$ cat src/rtl/fifo_pkg.sv
// Shared sizing helpers and error-flag type for the flexible-depth synchronous FIFO.
package fifo_pkg;

  function automatic int ptr_w(input int depth);
    return (depth > 2) ? $clog2(depth) : 1;
  endfunction

  function automatic int cnt_w(input int depth);
    return $clog2(depth + 1);
  endfunction

  typedef struct packed {
    logic overflow;
    logic underflow;
  } err_flags_t;

endpackage

$ cat src/rtl/fifo_wrap_ptr.sv
// Address pointer that wraps from DEPTH-1 back to 0 for any DEPTH, power of two or not.
module fifo_wrap_ptr
  import fifo_pkg::*;
#(
  parameter int DEPTH = 8
) (
  input  logic                      clk,
  input  logic                      rst,
  input  logic                      inc,
  output logic [ptr_w(DEPTH)-1:0]   ptr
);

  localparam int AW = ptr_w(DEPTH);

  logic [AW-1:0] r_ptr;

  always_ff @(posedge clk or posedge rst) begin
    if (rst) begin
      r_ptr <= '0;
    end else if (inc) begin
      r_ptr <= (r_ptr == AW'(DEPTH - 1)) ? '0 : r_ptr + 1'b1;
    end
  end

  assign ptr = r_ptr;

endmodule

$ cat src/rtl/fifo_sync_flex.sv
// Single-clock FIFO with arbitrary depth, threshold flags and sticky error flags.
// Define FIFO_SYNC_FWFT_EN for first-word-fall-through reads; default is 1-cycle registered reads.
module fifo_sync_flex
  import fifo_pkg::*;
#(
  parameter int DATA_WIDTH = 8,
  parameter int DEPTH      = 8,
  parameter int AFULL_TH   = DEPTH - 1,
  parameter int AEMPTY_TH  = 1
) (
  input  logic                         clk,
  input  logic                         rst,
  input  logic                         wr_en,
  input  logic [DATA_WIDTH-1:0]        wdata,
  input  logic                         rd_en,
  output logic [DATA_WIDTH-1:0]        rdata,
  output logic                         rvalid,
  output logic                         empty,
  output logic                         full,
  output logic                         almost_full,
  output logic                         almost_empty,
  output logic [$clog2(DEPTH+1)-1:0]   count,
  output logic                         overflow,
  output logic                         underflow,
  input  logic                         clr_err
);

  localparam int AW = ptr_w(DEPTH);
  localparam int CW = cnt_w(DEPTH);

  if (DEPTH < 2) begin : g_bad_depth
    $error("fifo_sync_flex: DEPTH must be at least 2");
  end
  if (AFULL_TH > DEPTH) begin : g_bad_afull
    $error("fifo_sync_flex: AFULL_TH must not exceed DEPTH");
  end
  if (AEMPTY_TH >= DEPTH) begin : g_bad_aempty
    $error("fifo_sync_flex: AEMPTY_TH must be below DEPTH");
  end

  logic [DATA_WIDTH-1:0] r_mem [DEPTH];
  logic [AW-1:0]         w_wptr;
  logic [AW-1:0]         w_rptr;
  logic [CW-1:0]         r_count;
  err_flags_t            r_err;
  err_flags_t            w_err_nxt;
  logic                  w_rd_acc;
  logic                  w_wr_acc;

  // A write into a full FIFO is allowed only when a pop frees the slot in the same cycle.
  assign w_rd_acc = rd_en & ~empty;
  assign w_wr_acc = wr_en & (~full | w_rd_acc);

  fifo_wrap_ptr #(.DEPTH(DEPTH)) u_wptr (
    .clk (clk),
    .rst (rst),
    .inc (w_wr_acc),
    .ptr (w_wptr)
  );

  fifo_wrap_ptr #(.DEPTH(DEPTH)) u_rptr (
    .clk (clk),
    .rst (rst),
    .inc (w_rd_acc),
    .ptr (w_rptr)
  );

  always_ff @(posedge clk) begin
    if (w_wr_acc) begin
      r_mem[w_wptr] <= wdata;
    end
  end

  always_ff @(posedge clk or posedge rst) begin
    if (rst) begin
      r_count <= '0;
    end else if (w_wr_acc && !w_rd_acc) begin
      r_count <= r_count + 1'b1;
    end else if (w_rd_acc && !w_wr_acc) begin
      r_count <= r_count - 1'b1;
    end
  end

  assign count        = r_count;
  assign empty        = (r_count == '0);
  assign full         = (r_count == CW'(DEPTH));
  assign almost_full  = (r_count >= CW'(AFULL_TH));
  assign almost_empty = (r_count <= CW'(AEMPTY_TH));

  // A fresh error in the clearing cycle takes priority so it is never lost.
  always_comb begin
    w_err_nxt           = r_err;
    w_err_nxt.overflow  = (r_err.overflow  & ~clr_err) | (wr_en & ~w_wr_acc);
    w_err_nxt.underflow = (r_err.underflow & ~clr_err) | (rd_en & ~w_rd_acc);
  end

  always_ff @(posedge clk or posedge rst) begin
    if (rst) begin
      r_err <= '0;
    end else begin
      r_err <= w_err_nxt;
    end
  end

  assign overflow  = r_err.overflow;
  assign underflow = r_err.underflow;

`ifdef FIFO_SYNC_FWFT_EN
  assign rdata  = empty ? '0 : r_mem[w_rptr];
  assign rvalid = ~empty;
`else
  logic [DATA_WIDTH-1:0] r_rdata;
  logic                  r_rvalid;

  always_ff @(posedge clk or posedge rst) begin
    if (rst) begin
      r_rdata  <= '0;
      r_rvalid <= 1'b0;
    end else begin
      r_rvalid <= w_rd_acc;
      if (w_rd_acc) begin
        r_rdata <= r_mem[w_rptr];
      end
    end
  end

  assign rdata  = r_rdata;
  assign rvalid = r_rvalid;
`endif

endmodule
$ cat config.mk
export PLATFORM = sky130hd
export DESIGN_NAME = fifo_sync_flex
export DESIGN_NICKNAME = d
export VERILOG_FILES = /design/src/rtl/fifo_pkg.sv /design/src/rtl/fifo_wrap_ptr.sv /design/src/rtl/fifo_sync_flex.sv
export SDC_FILE = /design/constraint.sdc
export NUM_CORES = 1
export LEC_CHECK = 0
export ABC_AREA = 0
export BUFFER_PORTS_ARGS = -buffer_cell sky130_fd_sc_hd__clkbuf_2
export CORE_UTILIZATION = 50
export CTS_CLUSTER_SIZE = 16
export DETAILED_ROUTE_END_ITERATION = 8
export GPL_TIMING_DRIVEN = 0
export PLACE_DENSITY = 0.81
export SLEW_MARGIN = 20
export SYNTH_ARGS = -nofsm -noshare
export SYNTH_HDL_FRONTEND = slang
export SYNTH_SLANG_ARGS = --single-unit
$ cat constraint.sdc
create_clock -name clk -period 4.8 [get_ports clk]
set_input_delay 1.2 -clock clk [delete_from_list [all_inputs] [get_ports clk]]
set_output_delay 1.2 -clock clk [all_outputs]
set_load 0.005 [all_outputs]
==> results_tabular.tex <==
\begin{tabular}{lr}
\hline
Metric & Value \\
\hline
\multicolumn{2}{l}{\textbf{Final layout}} \\
\quad Final Non-Filler Cells & between 300 and 400 \\
\quad FF/Latch Area & 2450 um2 \\
\quad Ant diodes & 0 \\
\quad Net total in the final layout & 284 \\
\quad Most common cell after layout, fill and taps aside & sky130\_fd\_sc\_hd\_\_edfxtp\_1 \\
\quad End-of-flow core utilization & approximately three fifths \\
\quad Number of filler instances in the final layout & between 500 and 600 \\
\quad Area of the multi-input gates & approximately 1100 um2 \\
\quad Synth-to-layout area growth & 14.2\% \\
\quad Share of cells above drive strength 1 & between 30\% and 40\% \\
\quad Highest-count cells in the layout ignoring fill and taps & 64 x sky130\_fd\_sc\_hd\_\_edfxtp\_1, 31 x sky130\_fd\_sc\_hd\_\_clkbuf\_2, 21 x sky130\_fd\_sc\_hd\_\_dfrtp\_1 \\
\multicolumn{2}{l}{\textbf{Route}} \\
\quad First-pass DRT Iterations & 4 \\
\quad Number of vias per cell after detailed routing & $\sim$5.6 \\
\quad Met1 layer wirelength in the final routing & around 2800 um \\
\quad Routed wl met2 & roughly 3200 um \\
\quad Total Routed Length & $\sim$6600 um \\
\quad Detailed Route Iter0 Violations & about 120 \\
\quad Routed via count & about 2000 \\
\quad Post-detailed-route count of antenna-violating nets & 0 \\
\quad \# DRC & 0 \\
\quad Uppermost layer routed & met4 \\
\quad Met3 routed WL & 397 um \\
\quad Avg WL per Cell & roughly 18 um \\
\multicolumn{2}{l}{\textbf{Setup path}} \\
\quad Slowest cell on crit path & sky130\_fd\_sc\_hd\_\_dfrtp\_1 \\
\quad Top fanout value on the critical path & 10 \\
\quad Cells along the critical path & inv\_1, ha\_1, nor3b\_1, clkbuf\_1, clkbuf\_2 \\
\quad Required time reported for the critical path endpoint & approximately 3.6 ns \\
\quad Data arrival time of the critical path & 1.99 ns \\
\quad Worst setup EP type & primary output \\
\quad Startpoint types & flop \\
\quad Largest incremental delay on the critical path & approximately 0.47 ns \\
\quad Category of the most critical setup path & flop to primary output \\
\multicolumn{2}{l}{\textbf{Power}} \\
\quad Share of power burned in the clock network & 20.7\% \\
\quad Tot Pwr & about 0.0024 W \\
\quad Leak pwr & around 1.6 nW \\
\quad Switching power total & between 0.0008 and 0.0009 W \\
\quad Share of power burned in combinational logic & 34.4\% \\
\quad Worst supply voltage drop on vdd & 0.384 mV \\
\quad Total power divided by cell area & between 500 and 600 nW/um2 \\
\quad Switching part of the total & about a third \\
\quad Pint & 0.00159 W \\
\quad Seq pwr share & about 45\% \\
\multicolumn{2}{l}{\textbf{STA}} \\
\quad Actual transition at the worst max-transition pin & 0.864 ns \\
\quad Final hold viol count & 0 \\
\quad Setup-violating endpoint count in the final report & 0 \\
\quad Rel. slew slack & approximately 42\% \\
\quad Smallest hold slack & roughly 0.50 ns \\
\quad Period utilisation layout & 66.5\% \\
\quad Setup Total Neg Slack & 0 ns \\
\quad Top achievable clock speed & 0.313 GHz \\
\quad Setup repair after global routing missed its margin & no \\
\quad Count of pins over their slew limit & 0 \\
\quad Crit path time final & roughly 3.2 ns \\
\quad Clock skew after layout & 0.0103 ns \\
\multicolumn{2}{l}{\textbf{Logic synthesis}} \\
\quad Post-synthesis cell count & 219 \\
\quad Number of storage elements in the synthesis netlist & 85 \\
\quad Post-synthesis instance area & 3570 um2 \\
\quad Syn Nets & $\sim$240 \\
\quad Post-synthesis cell type with the largest combined area & sky130\_fd\_sc\_hd\_\_edfxtp\_1 \\
\quad Synth Warn \# & 0 \\
\quad Proportion of synthesized chip area in sequential cells & between 60\% and 70\% \\
\quad Top-area cell type share of the netlist area & between 50\% and 60\% \\
\quad Synth cell types & 34 \\
\quad Leading post-synthesis cells by cell area & sky130\_fd\_sc\_hd\_\_edfxtp\_1 54\%, sky130\_fd\_sc\_hd\_\_dfrtp\_1 15\%, sky130\_fd\_sc\_hd\_\_mux2\_2 5.7\% \\
\quad Average instance area after synthesis & $\sim$16 um2 \\
\multicolumn{2}{l}{\textbf{Clocking}} \\
\quad Cts repair resizes & 0 \\
\quad Clock-pin slew on the worst setup and hold paths & around 0.090 ns \\
\quad Root Buffer & sky130\_fd\_sc\_hd\_\_clkbuf\_8 \\
\quad Count of hold-fix buffers inserted at cts & 0 \\
\quad Maximum clock insertion buffer count & 2 \\
\quad Total number of H-tree levels & 3 \\
\quad CTS tree & done \\
\quad Worst skew pair latency & between 0.3 and 0.4 ns \\
\quad Clock net sink count & 85 \\
\quad Number of buffers inserted by post-CTS setup repair & 0 \\
\quad Number of clock buffers inserted by TritonCTS & 9 \\
\multicolumn{2}{l}{\textbf{GRT}} \\
\quad Global-route wire length before repair & 9970 um \\
\quad Number of antenna violations at the first check in global routing & 0 \\
\quad Global router's overall resource usage & 19.4\% \\
\quad Number of global-route vias before repair & approximately 1900 \\
\quad Largest net degree at the start of global routing & 22 \\
\quad Aggregate global routing overflow & 0 \\
\multicolumn{2}{l}{\textbf{Status}} \\
\quad Run status & finished, final reports clean \\
\multicolumn{2}{l}{\textbf{Placed design}} \\
\quad DP Cell Count & $\sim$350 \\
\quad Detailed placer's ending HPWL & 4260 um \\
\quad Input/output buffers & 31 \\
\quad Final GP Congestion & $\sim$0.7 \\
\multicolumn{2}{l}{\textbf{Floorplan}} \\
\quad Floorplan die height & about 86 um \\
\quad \# IOs & 32 \\
\quad Die area & 7480 um2 \\
\quad Starting density of the core & roughly 52\% \\
\quad Overall die width & between 80 and 90 um \\
\quad Cell row count & 30 \\
\quad Core region area & 6830 um2 \\
\multicolumn{2}{l}{\textbf{Hold path}} \\
\quad Hold Crit Class & flop to flop \\
\multicolumn{2}{l}{\textbf{Job}} \\
\quad Max-Cap Viols & 0 \\
\hline
\end{tabular}
[area by class of cell]
type	count	area share [%]
multi-input cells	118	26.1
well taps	96	2.95
plain buffers	8	1.32
inverters	8	0.737
clock buffers	9	3.04
flip-flops and latches	85	60.1
clock inverters	7	1.84
repair buffers	32	3.99
[flip-flops by register name (all words and copies together) (netlist names)]
register / count
count: 4
overflow: 1
r_mem: 64
rdata: 8
rvalid: 1
u_rptr.ptr: 3
u_wptr.ptr: 3
underflow: 1
[synthesized netlist by cell type]
cell type	count
sky130_fd_sc_hd__nor4_1	1
sky130_fd_sc_hd__o21ai_0	9
sky130_fd_sc_hd__nand3b_1	1
sky130_fd_sc_hd__xnor2_1	1
sky130_fd_sc_hd__o31ai_2	8
sky130_fd_sc_hd__clkbuf_1	1
sky130_fd_sc_hd__buf_1	2
sky130_fd_sc_hd__buf_6	2
sky130_fd_sc_hd__buf_2	1
sky130_fd_sc_hd__edfxtp_1	64
sky130_fd_sc_hd__nor2b_1	2
sky130_fd_sc_hd__a32o_1	1
sky130_fd_sc_hd__mux2_2	18
sky130_fd_sc_hd__mux2i_1	17
sky130_fd_sc_hd__nand2b_1	3
sky130_fd_sc_hd__nand4_1	1
sky130_fd_sc_hd__nor3b_1	1
sky130_fd_sc_hd__a21oi_2	1
sky130_fd_sc_hd__nand2_1	3
sky130_fd_sc_hd__o211ai_1	1
sky130_fd_sc_hd__o21ai_4	1
sky130_fd_sc_hd__or4_1	1
sky130_fd_sc_hd__dfrtp_1	21
sky130_fd_sc_hd__buf_4	2
sky130_fd_sc_hd__ha_1	9
sky130_fd_sc_hd__nand2b_4	1
sky130_fd_sc_hd__mux2_1	4
sky130_fd_sc_hd__a21o_1	1
sky130_fd_sc_hd__a22o_1	9
sky130_fd_sc_hd__nor3_1	5
sky130_fd_sc_hd__inv_1	8
sky130_fd_sc_hd__nor2_1	8
sky130_fd_sc_hd__xor2_1	3
sky130_fd_sc_hd__o22ai_1	8
[power by group through the flow]
stage / Clock, W / Sequential, W / Combinational (W)
finish: 0.000498 / 0.00108 / 0.000825
global route: 0.000524 / 0.00109 / 0.000906
CTS: 0.000501 / 0.00108 / 0.000834
detailed placement: 0 / 0.00109 / 0.000829
global placement: 0 / 0.00108 / 0.000796
floorplan: 0 / 0.00107 / 0.000575
[critical path, delay by kind of cell (launching register included)]
| kind | cells | cell delay (ns) |
|---|---|---|
| flip-flops | 1 | 0.47 |
| AND/OR/NAND/NOR | 1 | 0.24 |
| buffers and inverters | 3 | 0.75 |
| adder cells (fa/ha/maj) | 1 | 0.17 |
[cell families (layout without fill, tap and decap cells)]
family          after synthesis  after routing  share of synthesized area (%)
fa+ha+maj                     9              9                           3.16
buf+inv                      16             64                           2.35
simple gates                 27             27                           4.10
flops                        85             85                           68.6
compound gates               39             39                           9.09
xor+xnor                      4              4                          0.982
mux                          39             39                           11.7
[routing by layer]
metal / GRT usage [%] / vias up
met5: 0 / -
met4: 11.5 / 0
met3: 5.24 / 19
met2: 31.2 / 80
met1: 23.5 / 996
li1: - / 929
[final timing paths]
kind                             to     start  slack, ns  depth (start not counted)
min in group asynchronous  count[2]       rst       0.98                          2
hold reg to reg            overflow  overflow       0.50                          1
setup reg to reg           count[3]  count[0]       2.38                          9
hold / removal             overflow  overflow       0.50                          1
max in group asynchronous  rdata[1]       rst       3.28                          2
setup / recovery              empty  count[0]       1.61                          5
[per-stage QoR]
stage | setup WS, ns | area, um2
final | 1.61 | 4080
after global routing | 1.40 | 4080
after CTS | 1.60 | 4080
after detailed placement | 1.95 | 3880
after global placement | 1.39 | 3840
after floorplan | 2.30 | 3570
Note: power is estimated with default switching activity, not from simulation.
